--- src/rtl/sirv_gnrl_fifo_if.sv ---
// Valid/ready handshake bundle for sirv_gnrl_fifo: producer side (i_*) and
// consumer side (o_*). The FIFO takes the slave view; its neighbours take
// the master view.
interface sirv_gnrl_fifo_if #(
  parameter int unsigned DW = 32
);
  logic          i_vld;
  logic          i_rdy;
  logic [DW-1:0] i_dat;
  logic          o_vld;
  logic          o_rdy;
  logic [DW-1:0] o_dat;

  modport master (
    output i_vld, i_dat, o_rdy,
    input  i_rdy, o_vld, o_dat
  );

  modport slave (
    input  i_vld, i_dat, o_rdy,
    output i_rdy, o_vld, o_dat
  );
endinterface

--- src/rtl/sirv_gnrl_fifo.sv ---
// Synchronous valid/ready FIFO of DP entries x DW bits. Storage is a bank of
// load-enabled, reset-to-zero registers; the head entry is muxed out from
// registered state only, so a word is never bypassed to o_dat in the cycle
// it is written. CUT_READY=1 removes the o_rdy -> i_rdy combinational path.
module sirv_gnrl_fifo #(
  parameter int unsigned DP        = 8,
  parameter int unsigned DW        = 32,
  parameter bit          CUT_READY = 1'b0
) (
  input  logic             clk,
  input  logic             rst_n,
  sirv_gnrl_fifo_if.slave  bus
);

  localparam int unsigned   PW       = (DP > 1) ? $clog2(DP) : 1;
  localparam int unsigned   CW       = $clog2(DP + 1);
  localparam logic [PW-1:0] LAST     = PW'(DP - 1);
  localparam logic [CW-1:0] FULL_CNT = CW'(DP);

  logic [DW-1:0] mem [DP];
  logic [PW-1:0] wptr;
  logic [PW-1:0] rptr;
  logic [CW-1:0] cnt;
  logic [DW-1:0] head;
  logic          push;
  logic          pop;
  logic          full;

  assign full      = (cnt == FULL_CNT);
  assign push      = bus.i_vld & bus.i_rdy;
  assign pop       = bus.o_vld & bus.o_rdy;
  assign bus.o_vld = (cnt != '0);
  assign bus.o_dat = head;

  // With the cut, a full FIFO refuses writes even while it is being drained;
  // without it, a pop frees the slot the write lands in during the same cycle.
  generate
    if (CUT_READY) begin : g_cut_ready
      assign bus.i_rdy = ~full;
    end else begin : g_pass_ready
      assign bus.i_rdy = ~full | bus.o_rdy;
    end
  endgenerate

  // Write and read pointers, each wrapping at DP-1 independently.
  // NOTE: sequential state uses non-blocking assignments so every register
  // samples pre-edge values regardless of statement order.
  always_ff @(posedge clk or negedge rst_n) begin
    if (!rst_n) begin
      wptr <= '0;
      rptr <= '0;
    end else begin
      if (push) wptr <= (wptr == LAST) ? '0 : wptr + 1'b1;
      if (pop)  rptr <= (rptr == LAST) ? '0 : rptr + 1'b1;
    end
  end

  // Occupancy: a simultaneous push and pop leaves it unchanged.
  always_ff @(posedge clk or negedge rst_n) begin
    if (!rst_n) begin
      cnt <= '0;
    end else begin
      unique case ({push, pop})
        2'b10:   cnt <= cnt + 1'b1;
        2'b01:   cnt <= cnt - 1'b1;
        default: cnt <= cnt;
      endcase
    end
  end

  // Storage entries: only the entry under wptr loads, and only on a push.
  // NOTE: the entries are deliberately reset so o_dat reads zero after reset
  // and no stale word survives a mid-stream reset.
  always_ff @(posedge clk or negedge rst_n) begin
    if (!rst_n) begin
      for (int i = 0; i < int'(DP); i++) mem[i] <= '0;
    end else begin
      for (int i = 0; i < int'(DP); i++) begin
        if (push && (wptr == PW'(i))) mem[i] <= bus.i_dat;
      end
    end
  end

  // Head-of-queue read mux from registered state.
  // NOTE: head gets a default before the loop so no latch is inferred.
  always_comb begin
    head = '0;
    for (int i = 0; i < int'(DP); i++) begin
      if (rptr == PW'(i)) head = mem[i];
    end
  end

endmodule

--- src/flat_wrapper.sv ---
// flat-port wrapper written by rule: the top's interface ports become plain ports
module sirv_gnrl_fifo_flat 
#(
  parameter int unsigned DP        = 8,
  parameter int unsigned DW        = 32,
  parameter bit          CUT_READY = 1'b0
)
  (clk, rst_n, bus_i_vld, bus_i_dat, bus_o_rdy, bus_i_rdy, bus_o_vld, bus_o_dat);
  sirv_gnrl_fifo_if #(.DW(DW)) bus_i ();
  input  logic clk;
  input  logic rst_n;
  input wire logic [$bits(bus_i.i_vld)-1:0] bus_i_vld;
  input wire logic [$bits(bus_i.i_dat)-1:0] bus_i_dat;
  input wire logic [$bits(bus_i.o_rdy)-1:0] bus_o_rdy;
  output wire logic [$bits(bus_i.i_rdy)-1:0] bus_i_rdy;
  output wire logic [$bits(bus_i.o_vld)-1:0] bus_o_vld;
  output wire logic [$bits(bus_i.o_dat)-1:0] bus_o_dat;
  assign bus_i.i_vld = bus_i_vld;
  assign bus_i.i_dat = bus_i_dat;
  assign bus_i.o_rdy = bus_o_rdy;
  assign bus_i_rdy = bus_i.i_rdy;
  assign bus_o_vld = bus_i.o_vld;
  assign bus_o_dat = bus_i.o_dat;
  sirv_gnrl_fifo #(.DP(DP), .DW(DW), .CUT_READY(CUT_READY)) u_core (.clk(clk), .rst_n(rst_n), .bus(bus_i));
endmodule
--- config.mk ---
export PLATFORM = sky130hd
export DESIGN_NAME = sirv_gnrl_fifo_flat
export DESIGN_NICKNAME = d
export VERILOG_FILES = /design/src/rtl/sirv_gnrl_fifo_if.sv /design/src/rtl/sirv_gnrl_fifo.sv /design/src/flat_wrapper.sv
export SDC_FILE = /design/constraint.sdc
export NUM_CORES = 1
export LEC_CHECK = 0
export ABC_AREA = 0
export BUFFER_PORTS_ARGS = -buffer_cell sky130_fd_sc_hd__buf_2
export CORE_MARGIN = 3
export CORE_UTILIZATION = 45
export DETAILED_ROUTE_END_ITERATION = 8
export GPL_ROUTABILITY_DRIVEN = 1
export PLACE_DENSITY = 0.62
export SLEW_MARGIN = 20
export SYNTH_ARGS = -nofsm -noshare
export SYNTH_HDL_FRONTEND = slang
export SYNTH_SLANG_ARGS = --single-unit
export TNS_END_PERCENT = 20
--- constraint.sdc ---
create_clock -name clk -period 3.3 [get_ports clk]
set_input_delay 0.495 -clock clk [delete_from_list [all_inputs] [get_ports clk]]
set_output_delay 0.495 -clock clk [all_outputs]
set_load 0.01 [all_outputs]
==> results.sh, run 1 <==
export IMPL_outcome="finished, final reports clean"
export IMPL_fin_total_pwr_w=0.0162
export IMPL_n_antenna_cell=0
export IMPL_detailed_place_hpwl_um=18300
export IMPL_wl_per_cell_um=21.6
export IMPL_timing_critical_path_required_ns=2.80
export IMPL_yosys_cell_count_top_type="sky130_fd_sc_hd__dfrtp_1"
export IMPL_path_clk_slew_ns=0.06
export IMPL_grt_start_max_net_pins=117
export IMPL_post_route_min_period_ns=3.13
export IMPL_critPathMaxFanout=64
export IMPL_worst_stage_delay_on_the_critical_path_ns=0.43
export IMPL_route_detailed_vias_per_inst=5.82
export IMPL_die_height_um=177
export IMPL_routabilityCongestion=0.728
export IMPL_max_slew_margin_pct=54.1
export IMPL_achievable_frequency_mhz=319
export IMPL_fin_tns_setup_ns=0
export IMPL_crit_chain="inv_1 -> ha_4 -> buf_12 -> a21oi_1 -> a221oi_1 -> o311a_1 -> buf_2"
export IMPL_pin_count=70
export IMPL_clock_skew_ns=0.00995
export IMPL_worst_slew_pin_slew_ns=0.686
export IMPL_criticalPathCategory="reg2out"
export IMPL_groute_usage_overall_pct=20.4
export IMPL_dominant_register_cell_in_the_synthesized_netlist="sky130_fd_sc_hd__dfrtp_1"
export IMPL_initial_core_util_pct=46.5
export IMPL_share_of_cells_above_drive_strength_1_pct=37.9
export IMPL_finalNonFillerCells=1495
export IMPL_yosysUniqueCellTypes=40
export IMPL_synth_cells_most_frequent="sky130_fd_sc_hd__dfrtp_1, sky130_fd_sc_hd__mux2_2, sky130_fd_sc_hd__inv_1"
export IMPL_synthToLayoutAreaGrowth_pct=14.6
export IMPL_data_arrival_at_the_endpoint_of_the_critical_path_ns=2.64
export IMPL_placement_io_buffers=69
export IMPL_yosys_top_cell_area_share_pct=50.7
export IMPL_num_rows=61
export IMPL_postSynthNetCount=1091
export IMPL_layout_cell_area_non_filler_um2=15000
export IMPL_clock_tree_from_tritoncts="built"
export IMPL_route_detailed_drc=0
export IMPL_dp_cells=1437
export IMPL_max_clock_path_buffers=3
export IMPL_dr_total_vias=8707
export IMPL_drt_pass1_iterations=5
export IMPL_grt_setup_unrepaired="no"
export IMPL_cts_root_buf="sky130_fd_sc_hd__clkbuf_16"
export IMPL_syn_instance_count=1039
export IMPL_grt_first_pass_wirelength_um=50800
export IMPL_yosysSeqAreaShare_pct=50.7
export IMPL_synthesis_area_um2=13100
export IMPL_p_per_area_nw_per_um2=1080
export IMPL_cp_start_kind="flip-flop"
export IMPL_numClockSinks=266
export IMPL_netlist_top_cells_area="sky130_fd_sc_hd__dfrtp_1, sky130_fd_sc_hd__mux2_2, sky130_fd_sc_hd__o311a_1"
export IMPL_slew_violations=0
export IMPL_timing_critical_path_to_type="primary output"
export IMPL_grt_antenna_before_repair=0
export IMPL_vias_in_the_first_global_route=8792
export IMPL_drv_max_cap_violation_count=0
export IMPL_grt_ovfl_total=0
export IMPL_postRouteWirelength_um=32400
export IMPL_final_min_period_over_clock_period_pct=94.9
export IMPL_crit_path_top_delay_cell="sky130_fd_sc_hd__dfrtp_1"
export IMPL_synthesized_flop_and_latch_total=266
export IMPL_synth_edff_count=0
export IMPL_static_leakage_power_nw=6.24
export IMPL_iteration_0_drc_markers=493
export IMPL_final_report_setup_violation_count=0
export IMPL_cts_inserted_buffers=30
export IMPL_floorplan_core_area_um2=28200
export IMPL_die_area_um2=31200
export IMPL_htree_num_levels=1
export IMPL_synth_largest_area_cell="sky130_fd_sc_hd__dfrtp_1"
export IMPL_drt_antenna_violating_nets=0
export IMPL_hold_violations=0
export IMPL_clkLatencyLatePin_ns=0.54
export IMPL_hold_wc_path_type="in2reg"
export IMPL_hold_worst_slack_ns=0.287
export IMPL_ys_warn_count=0
export IMPL_nets=1147
export IMPL_dpl_cell_area_um2=14000
export IMPL_chipWidth_um=177
export IMPL_synth_avg_cell_area_um2=12.6
export IMPL_vdd_ir_drop_worst_uv=583
export IMPL_async_flop_share_pct=100
[critical path, delay by kind of cell (launching register included)]
family	cells	cell delay, ns
buffers and inverters	3	0.66
AOI/OAI and AO/OA	3	0.64
DFF	1	0.43
adders and majority gates	1	0.33
[through the flow]
stage / worst slack (ns) / util [%]
floorplan: 0.543 / -
global placement: 0.541 / 49.4
detailed placement: 0.521 / 49.4
CTS: 0.00131 / 53.0
global route: 0.0144 / 53.2
finish: 0.169 / 53.2
[cells by family after synthesis]
group / Yosys count / synth area share, %
AO/OA/AOI/OAI: 181 / 11.8
XOR/XNOR: 2 / 0.134
adder cells (fa/ha/maj): 16 / 1.58
buffers and inverters: 127 / 4.61
flip-flops: 266 / 50.7
multiplexers: 260 / 22.3
AND/OR/NAND/NOR: 187 / 8.88
[layout make-up]
cell class	instances	area, µm²
Tap cell	378	473
Multi-Input combinational cell	646	5930
Fill cell	2445	13200
Sequential cell	266	6660
Clock inverter	10	131
Inverter	44	165
Clock buffer	44	875
Timing Repair Buffer	107	806
[metal layers]
layer	track usage, %	share of wire (%)	up-vias
met3	2.75	3.5	31
li1	-	-	3934
met1	29.4	47	4591
met2	33.6	48	151
met4	4.03	1.6	0
met5	0	0	-
[path summary, 6_finish.rpt]
path / slack, ns / cells past startpoint / from / endpoint
hold / removal: 0.29 / 2 / bus_i_dat[0] / u_core.mem[64]
min in group asynchronous: 0.41 / 2 / rst_n / u_core.rptr[2]
max in group asynchronous: 1.96 / 3 / rst_n / u_core.mem[207]
setup reg to reg: 0.52 / 8 / u_core.cnt[0] / u_core.cnt[3]
hold reg to reg: 0.49 / 1 / u_core.mem[31] / u_core.mem[31]
setup / recovery: 0.17 / 7 / u_core.rptr[0] / bus_o_dat[4]
[layout by cell type, fill, tap and decap left out, drive strengths merged, types with 2 or more instances in the layout]
| cell type | count |
|---|---|
| bufinv | 3 |
| nor2b | 34 |
| nand2 | 40 |
| o311a | 32 |
| clkbuf | 45 |
| nand2b | 35 |
| nand3b | 33 |
| buf | 105 |
| mux2i | 2 |
| nor3b | 35 |
| dfrtp | 266 |
| clkinv | 5 |
| mux2 | 258 |
| a221oi | 32 |
| o21ai | 6 |
| inv | 45 |
| ha | 15 |
| a22o | 32 |
| o311ai | 33 |
| a211oi | 4 |
| a21oi | 38 |
| nand3 | 3 |
[what timing repair did]
item,CTS,global route
gates resized for setup,2,6
pin swaps,0,1
hold buffers,1,0
endpoints found under the setup margin,3,31
setup buffers,0,3
endpoints found under the hold margin,28,0
[report_power, final]
group / switching (W) / total, W / leakage (nW) / internal [W]
registers: 0.000936 / 0.00586 / 3.20 / 0.00493
logic: 0.00343 / 0.00697 / 2.55 / 0.00354
clock network: 0.00132 / 0.00338 / 0.494 / 0.00206
[state kept, by name, summed over array words and instances (netlist names)]
name and count:
u_core.cnt 4, u_core.mem 256, u_core.rptr 3, u_core.wptr 3
Power figures use the tool's default switching activity.
==> run 2: changes to the inputs <==
--- a/config.mk
+++ b/config.mk
@@ -8,10 +8,10 @@
 export ABC_AREA = 0
 export BUFFER_PORTS_ARGS = -buffer_cell sky130_fd_sc_hd__buf_2
 export CORE_MARGIN = 3
-export CORE_UTILIZATION = 45
+export CORE_UTILIZATION = 50
 export DETAILED_ROUTE_END_ITERATION = 8
 export GPL_ROUTABILITY_DRIVEN = 1
-export PLACE_DENSITY = 0.62
+export PLACE_DENSITY = 0.67
 export SLEW_MARGIN = 20
 export SYNTH_ARGS = -nofsm -noshare
 export SYNTH_HDL_FRONTEND = slang
==> constraint.sdc (replaced) <==
create_clock -name clk -period 3.21 [get_ports clk]
set_input_delay 0.4815 -clock clk [delete_from_list [all_inputs] [get_ports clk]]
set_output_delay 0.4815 -clock clk [all_outputs]
set_load 0.01 [all_outputs]
==> results.sh, run 2 (synthesis results as in run 1) <==
export IMPL_static_leakage_power_nw=6.23
export IMPL_biggest_regs="u_core.mem x256, u_core.cnt x4"
export IMPL_route_detailed_vias_per_inst=6.07
export IMPL_timing_critical_path_required_ns=2.73
export IMPL_largest_register_ffs=256
export IMPL_pin_count=70
export IMPL_initial_core_util_pct=51.5
export IMPL_hold_wc_path_type="in2reg"
export IMPL_floorplan_core_area_um2=25500
export IMPL_path_clk_slew_ns=0.06
export IMPL_drt_pass1_iterations=5
export IMPL_critPathMaxFanout=49
export IMPL_layout_cell_area_non_filler_um2=14900
export IMPL_htree_num_levels=1
export IMPL_route_detailed_drc=0
export IMPL_postRouteWirelength_um=31900
export IMPL_timing_critical_path_to_type="primary output"
export IMPL_busiest_layer="met2"
export IMPL_synthToLayoutAreaGrowth_pct=13.7
export IMPL_nets=1149
export IMPL_slew_violations=0
export IMPL_die_height_um=168
export IMPL_cts_root_buf="sky130_fd_sc_hd__clkbuf_16"
export IMPL_grt_first_pass_wirelength_um=51100
export IMPL_cp_start_kind="flip-flop"
export IMPL_dr_total_vias=8812
export IMPL_dpl_cell_area_um2=13900
export IMPL_iteration_0_drc_markers=614
export IMPL_criticalPathCategory="reg2out"
export IMPL_drv_max_cap_violation_count=0
export IMPL_cts_inserted_buffers=30
export IMPL_grt_setup_unrepaired="yes"
export IMPL_final_common_cell="sky130_fd_sc_hd__dfrtp_1"
export IMPL_numClockSinks=266
export IMPL_die_area_um2=28200
export IMPL_clock_skew_ns=0.00841
export IMPL_num_rows=58
export IMPL_routabilityCongestion=0.739
export IMPL_groute_layer_met2_usage_pct=36.0
export IMPL_vias_in_the_first_global_route=9105
export IMPL_clkLatencyLatePin_ns=0.55
export IMPL_hold_violations=0
export IMPL_grt_antenna_before_repair=2
export IMPL_clock_tree_from_tritoncts="built"
export IMPL_placement_io_buffers=69
export IMPL_grt_start_max_net_pins=84
export IMPL_drt_antenna_violating_nets=0
export IMPL_globalRouteMet1Util_pct=32.6
export IMPL_worst_slew_pin_slew_ns=0.656
export IMPL_final_core_util_pct=58.5
export IMPL_detailed_place_hpwl_um=18100
export IMPL_p_per_area_nw_per_um2=1110
export IMPL_max_clock_path_buffers=3
export IMPL_outcome="finished, final reports clean"
export IMPL_final_min_period_over_clock_period_pct=99.7
export IMPL_fin_total_pwr_w=0.0166
export IMPL_n_fill_cell=2098
export IMPL_chipWidth_um=168
export IMPL_gr_usage_met3_pct=3.19
export IMPL_groute_usage_overall_pct=22.4
export IMPL_data_arrival_at_the_endpoint_of_the_critical_path_ns=2.72
export IMPL_achievable_frequency_mhz=312
export IMPL_grt_ovfl_total=0
export IMPL_final_report_setup_violation_count=0
export IMPL_wl_per_cell_um=22.0
export IMPL_largest_register="u_core.mem"
export IMPL_post_route_min_period_ns=3.20
export IMPL_most_common_layout_cells="sky130_fd_sc_hd__dfrtp_1, sky130_fd_sc_hd__mux2_2, sky130_fd_sc_hd__buf_2"
export IMPL_vdd_ir_drop_worst_uv=645
export IMPL_max_slew_margin_pct=56.3
export IMPL_share_of_cells_above_drive_strength_1_pct=37.9
## run 2: power by group
| group | leakage [nW] | switching, W | total, W | internal, W |
|---|---|---|---|---|
| clock | 0.487 | 0.00135 | 0.00338 | 0.00204 |
| sequential | 3.20 | 0.000973 | 0.00604 | 0.00507 |
| combinational | 2.55 | 0.00355 | 0.00714 | 0.00360 |
## run 2: metal layers
metal	part of all wire [%]	routed length, µm	up-vias
met1	47	15000	4616
met4	2.2	688	2
met5	0.041	13	-
met3	4.3	1360	54
li1	-	-	3941
met2	47	14800	199
## run 2: path summary, 6_finish.rpt
check                          startpoint         endpoint  slack (ns)  cells after the start
setup / recovery           u_core.rptr[1]     bus_o_dat[3]       0.009                      7
hold / removal               bus_i_dat[0]   u_core.mem[64]        0.26                      2
hold reg to reg            u_core.mem[31]   u_core.mem[31]        0.48                      1
min in group asynchronous           rst_n    u_core.cnt[2]        0.50                      2
setup reg to reg            u_core.cnt[0]    u_core.cnt[3]        0.53                      7
max in group asynchronous           rst_n  u_core.mem[139]        1.82                      3
## run 2: critical path, cell delays in order, from the launching register on
cell and delay [ns]:
sky130_fd_sc_hd__dfrtp_1 0.41, sky130_fd_sc_hd__inv_1 0.16, sky130_fd_sc_hd__ha_4 0.35, sky130_fd_sc_hd__buf_16 0.27, sky130_fd_sc_hd__nor3b_1 0.08, sky130_fd_sc_hd__o311ai_0 0.41
sky130_fd_sc_hd__o311a_1 0.32, sky130_fd_sc_hd__buf_2 0.16
## run 2: through the flow
step	setup TNS [ns]	hold slack, ns	worst slack, ns	cells
2_1_floorplan	0	0.186	0.453	1039
3_3_place_gp	0	0.460	0.496	1392
3_5_place_dp	0	0.472	0.448	1392
4_1_cts	0	0.237	0.0104	1450
5_1_grt	-0.277	0.265	-0.0593	1451
6_report	0	0.261	0.00869	1451
## run 2: layout make-up
| cell class | instances | area, µm² | share of cell area (%) |
|---|---|---|---|
| sequential | 266 | 6660 | 44.6 |
| multi-input combinational | 646 | 5910 | 39.6 |
| clock buffer | 44 | 875 | 5.86 |
| timing repair buffer | 109 | 781 | 5.24 |
| tap | 330 | 413 | 2.77 |
| inverter | 44 | 165 | 1.11 |
| clock inverter | 11 | 111 | 0.747 |
| antenna | 1 | 2.50 | 0.0168 |
## run 2: repair_timing
item	CTS	global route
hold buffers	1	0
buffers inserted	2	0
hold endpoints to repair	72	0
resized for setup	2	12
endpoints found under the setup margin	32	24
==> run 3: changes to the inputs <==
--- a/config.mk
+++ b/config.mk
@@ -6,12 +6,12 @@
 export NUM_CORES = 1
 export LEC_CHECK = 0
 export ABC_AREA = 0
-export BUFFER_PORTS_ARGS = -buffer_cell sky130_fd_sc_hd__buf_2
+export BUFFER_PORTS_ARGS = -buffer_cell sky130_fd_sc_hd__buf_4
 export CORE_MARGIN = 3
 export CORE_UTILIZATION = 50
 export DETAILED_ROUTE_END_ITERATION = 8
 export GPL_ROUTABILITY_DRIVEN = 1
-export PLACE_DENSITY = 0.67
+export PLACE_DENSITY = 0.7
 export SLEW_MARGIN = 20
 export SYNTH_ARGS = -nofsm -noshare
 export SYNTH_HDL_FRONTEND = slang
==> constraint.sdc (replaced) <==
create_clock -name clk -period 2.9 [get_ports clk]
set_input_delay 0.435 -clock clk [delete_from_list [all_inputs] [get_ports clk]]
set_output_delay 0.435 -clock clk [all_outputs]
set_load 0.01 [all_outputs]
==> results.sh, run 3 (synthesis results as in run 1) <==
export IMPL_outcome="complete, but fails checks"
export IMPL_violations="setup timing"
export IMPL_layout_cell_area_non_filler_um2=15700
export IMPL_grt_first_pass_wirelength_um=52400
export IMPL_finalWorstSetupSlack_ns=-0.00494
export IMPL_htree_num_levels=1
export IMPL_largest_register_ffs=256
export IMPL_critPathMaxFanout=5
export IMPL_grt_setup_unrepaired="yes"
export IMPL_r2r_cells=7
export IMPL_share_of_cells_above_drive_strength_1_pct=42.1
export IMPL_nets=1169
export IMPL_die_area_um2=28200
export IMPL_timing_critical_path_mode_cell="sky130_fd_sc_hd__buf_6"
export IMPL_route_detailed_vias_per_inst=6.16
export IMPL_static_leakage_power_nw=6.49
export IMPL_final_report_setup_violation_count=1
export IMPL_timing_critical_path_required_ns=2.47
export IMPL_drt_pass1_iterations=5
export IMPL_grt_antenna_before_repair=0
export IMPL_vdd_ir_drop_worst_uv=748
export IMPL_clock_tree_from_tritoncts="built"
export IMPL_largest_register="u_core.mem"
export IMPL_clock_skew_ns=0.00970
export IMPL_p_per_area_nw_per_um2=1270
export IMPL_postRouteWirelength_um=34900
export IMPL_drv_max_cap_violation_count=0
export IMPL_hold_worst_slack_ns=0.179
export IMPL_final_core_util_pct=61.6
export IMPL_hold_violations=0
export IMPL_hold_wc_path_type="in2reg"
export IMPL_groute_usage_overall_pct=23.0
export IMPL_routabilityCongestion=0.749
export IMPL_crit_chain="buf_6 -> ha_4 -> buf_6 -> o21ai_4 -> nand2b_4 -> clkbuf_16 -> o311a_1 -> buf_4"
export IMPL_worst_slew_pin_slew_ns=0.730
export IMPL_iteration_0_drc_markers=651
export IMPL_worst_r2r_setup_slack_ns=0.21
export IMPL_preCtsSetupSlack_ns=0.203
export IMPL_wl_per_cell_um=23.8
export IMPL_max_clock_path_buffers=3
export IMPL_most_common_layout_cells="sky130_fd_sc_hd__dfrtp_1, sky130_fd_sc_hd__mux2_2, sky130_fd_sc_hd__buf_4"
export IMPL_cp_start_kind="flip-flop"
export IMPL_route_detailed_drc=0
export IMPL_num_rows=58
export IMPL_initial_core_util_pct=51.5
export IMPL_cts_inserted_buffers=29
export IMPL_cts_root_buf="sky130_fd_sc_hd__clkbuf_16"
export IMPL_slew_violations=0
export IMPL_post_route_min_period_ns=2.90
export IMPL_dpl_cell_area_um2=14100
export IMPL_detailed_place_hpwl_um=17700
export IMPL_grt_start_max_net_pins=88
export IMPL_timing_critical_path_to_type="primary output"
export IMPL_fin_tns_setup_ns=-0.00494
export IMPL_path_clk_slew_ns=0.06
export IMPL_crit_end="bus_o_dat[8]"
export IMPL_max_slew_margin_pct=51.3
export IMPL_worst_stage_delay_on_the_critical_path_ns=0.44
export IMPL_rr_startpoint="u_core.cnt[1]"
export IMPL_criticalPathCategory="reg2out"
export IMPL_crit_path_top_delay_cell="sky130_fd_sc_hd__dfrtp_2"
export IMPL_final_min_period_over_clock_period_pct=100
export IMPL_numClockSinks=266
export IMPL_die_height_um=168
export IMPL_pin_count=70
export IMPL_synthToLayoutAreaGrowth_pct=19.7
export IMPL_dr_total_vias=9046
export IMPL_final_common_cell="sky130_fd_sc_hd__dfrtp_1"
export IMPL_clkLatencyLatePin_ns=0.54
export IMPL_biggest_regs="u_core.mem x256, u_core.cnt x4"
export IMPL_n_fill_cell=2010
export IMPL_chipWidth_um=168
export IMPL_vias_in_the_first_global_route=9386
export IMPL_crit_reg2reg_capture="u_core.cnt[3]"
export IMPL_data_arrival_at_the_endpoint_of_the_critical_path_ns=2.47
export IMPL_drt_antenna_violating_nets=0
export IMPL_n_antenna_cell=0
export IMPL_floorplan_core_area_um2=25500
export IMPL_placement_io_buffers=69
export IMPL_critPathLaunch="u_core.rptr[1]"
export IMPL_grt_ovfl_total=0
export IMPL_achievable_frequency_mhz=344
run 3: cell count changes in the layout (fill, tap and decap cells not counted), sizes merged:
| cell | change |
|---|---|
| and2 | +1 |
| buf | +14 |
| clkbuf | +3 |
| clkinv | +1 |
| diode | -1 |
run 3: per-stage QoR:
step           cells  total power (W)
2_1_floorplan   1039           0.0121
3_3_place_gp    1395           0.0146
3_5_place_dp    1395           0.0149
4_1_cts         1454           0.0191
5_1_grt         1469           0.0211
6_report        1469           0.0200
run 3: cell type report:
cell class	count	area, µm²	share of cell area, %
clock buffer	41	841	5.36
clock inverter	12	113	0.717
inverter	44	165	1.05
multi-input combinational	647	6170	39.3
sequential	266	6660	42.4
tap	330	413	2.63
timing repair buffer	129	1340	8.50
run 3: routing by layer:
metal	up-vias	track usage, %	wire (µm)
li1	3983	-	-
met1	4711	32.1	15200
met2	279	37.8	16600
met3	73	3.33	2180
met4	0	6.44	893
met5	-	0	0
run 3: power breakdown:
part / internal (W) / total [W] / leakage [nW] / switching, W
Clock: 0.00218 / 0.00369 / 0.477 / 0.00150
Combinational: 0.00502 / 0.00963 / 2.82 / 0.00461
Sequential: 0.00561 / 0.00670 / 3.19 / 0.00109
Total: 0.0128 / 0.0200 / 6.49 / 0.00720
run 3: worst max-delay path, delay by kind of cell, from the launching register on:
family | cells | cell delay (ns)
buf+inv | 4 | 0.63
fa+ha+maj | 1 | 0.18
compound gates | 2 | 0.55
simple gates | 1 | 0.14
flops | 1 | 0.44
run 3: how the worst min path moves through the flow:
| stage | end | slack [ns] | depth (start not counted) | start |
|---|---|---|---|---|
| floorplan | u_core.cnt[0] | 0.14 | 0 | rst_n |
| global placement | u_core.mem[31] | 0.46 | 1 | u_core.mem[31] |
| detailed placement | u_core.mem[56] | 0.47 | 1 | u_core.mem[56] |
| CTS | u_core.mem[52] | 0.16 | 2 | bus_i_dat[20] |
| global route | u_core.mem[52] | 0.18 | 2 | bus_i_dat[20] |
| finish | u_core.mem[188] | 0.18 | 2 | bus_i_dat[28] |
run 3: repair_timing:
item | in CTS | in global routing
cloned | 1 | 10
setup buffers | 4 | 5
setup endpoints to repair | 32 | 32
pin swaps | 13 | 23
endpoints found under the hold margin | 82 | 0
hold buffers | 1 | 0
gates resized for setup | 43 | 54
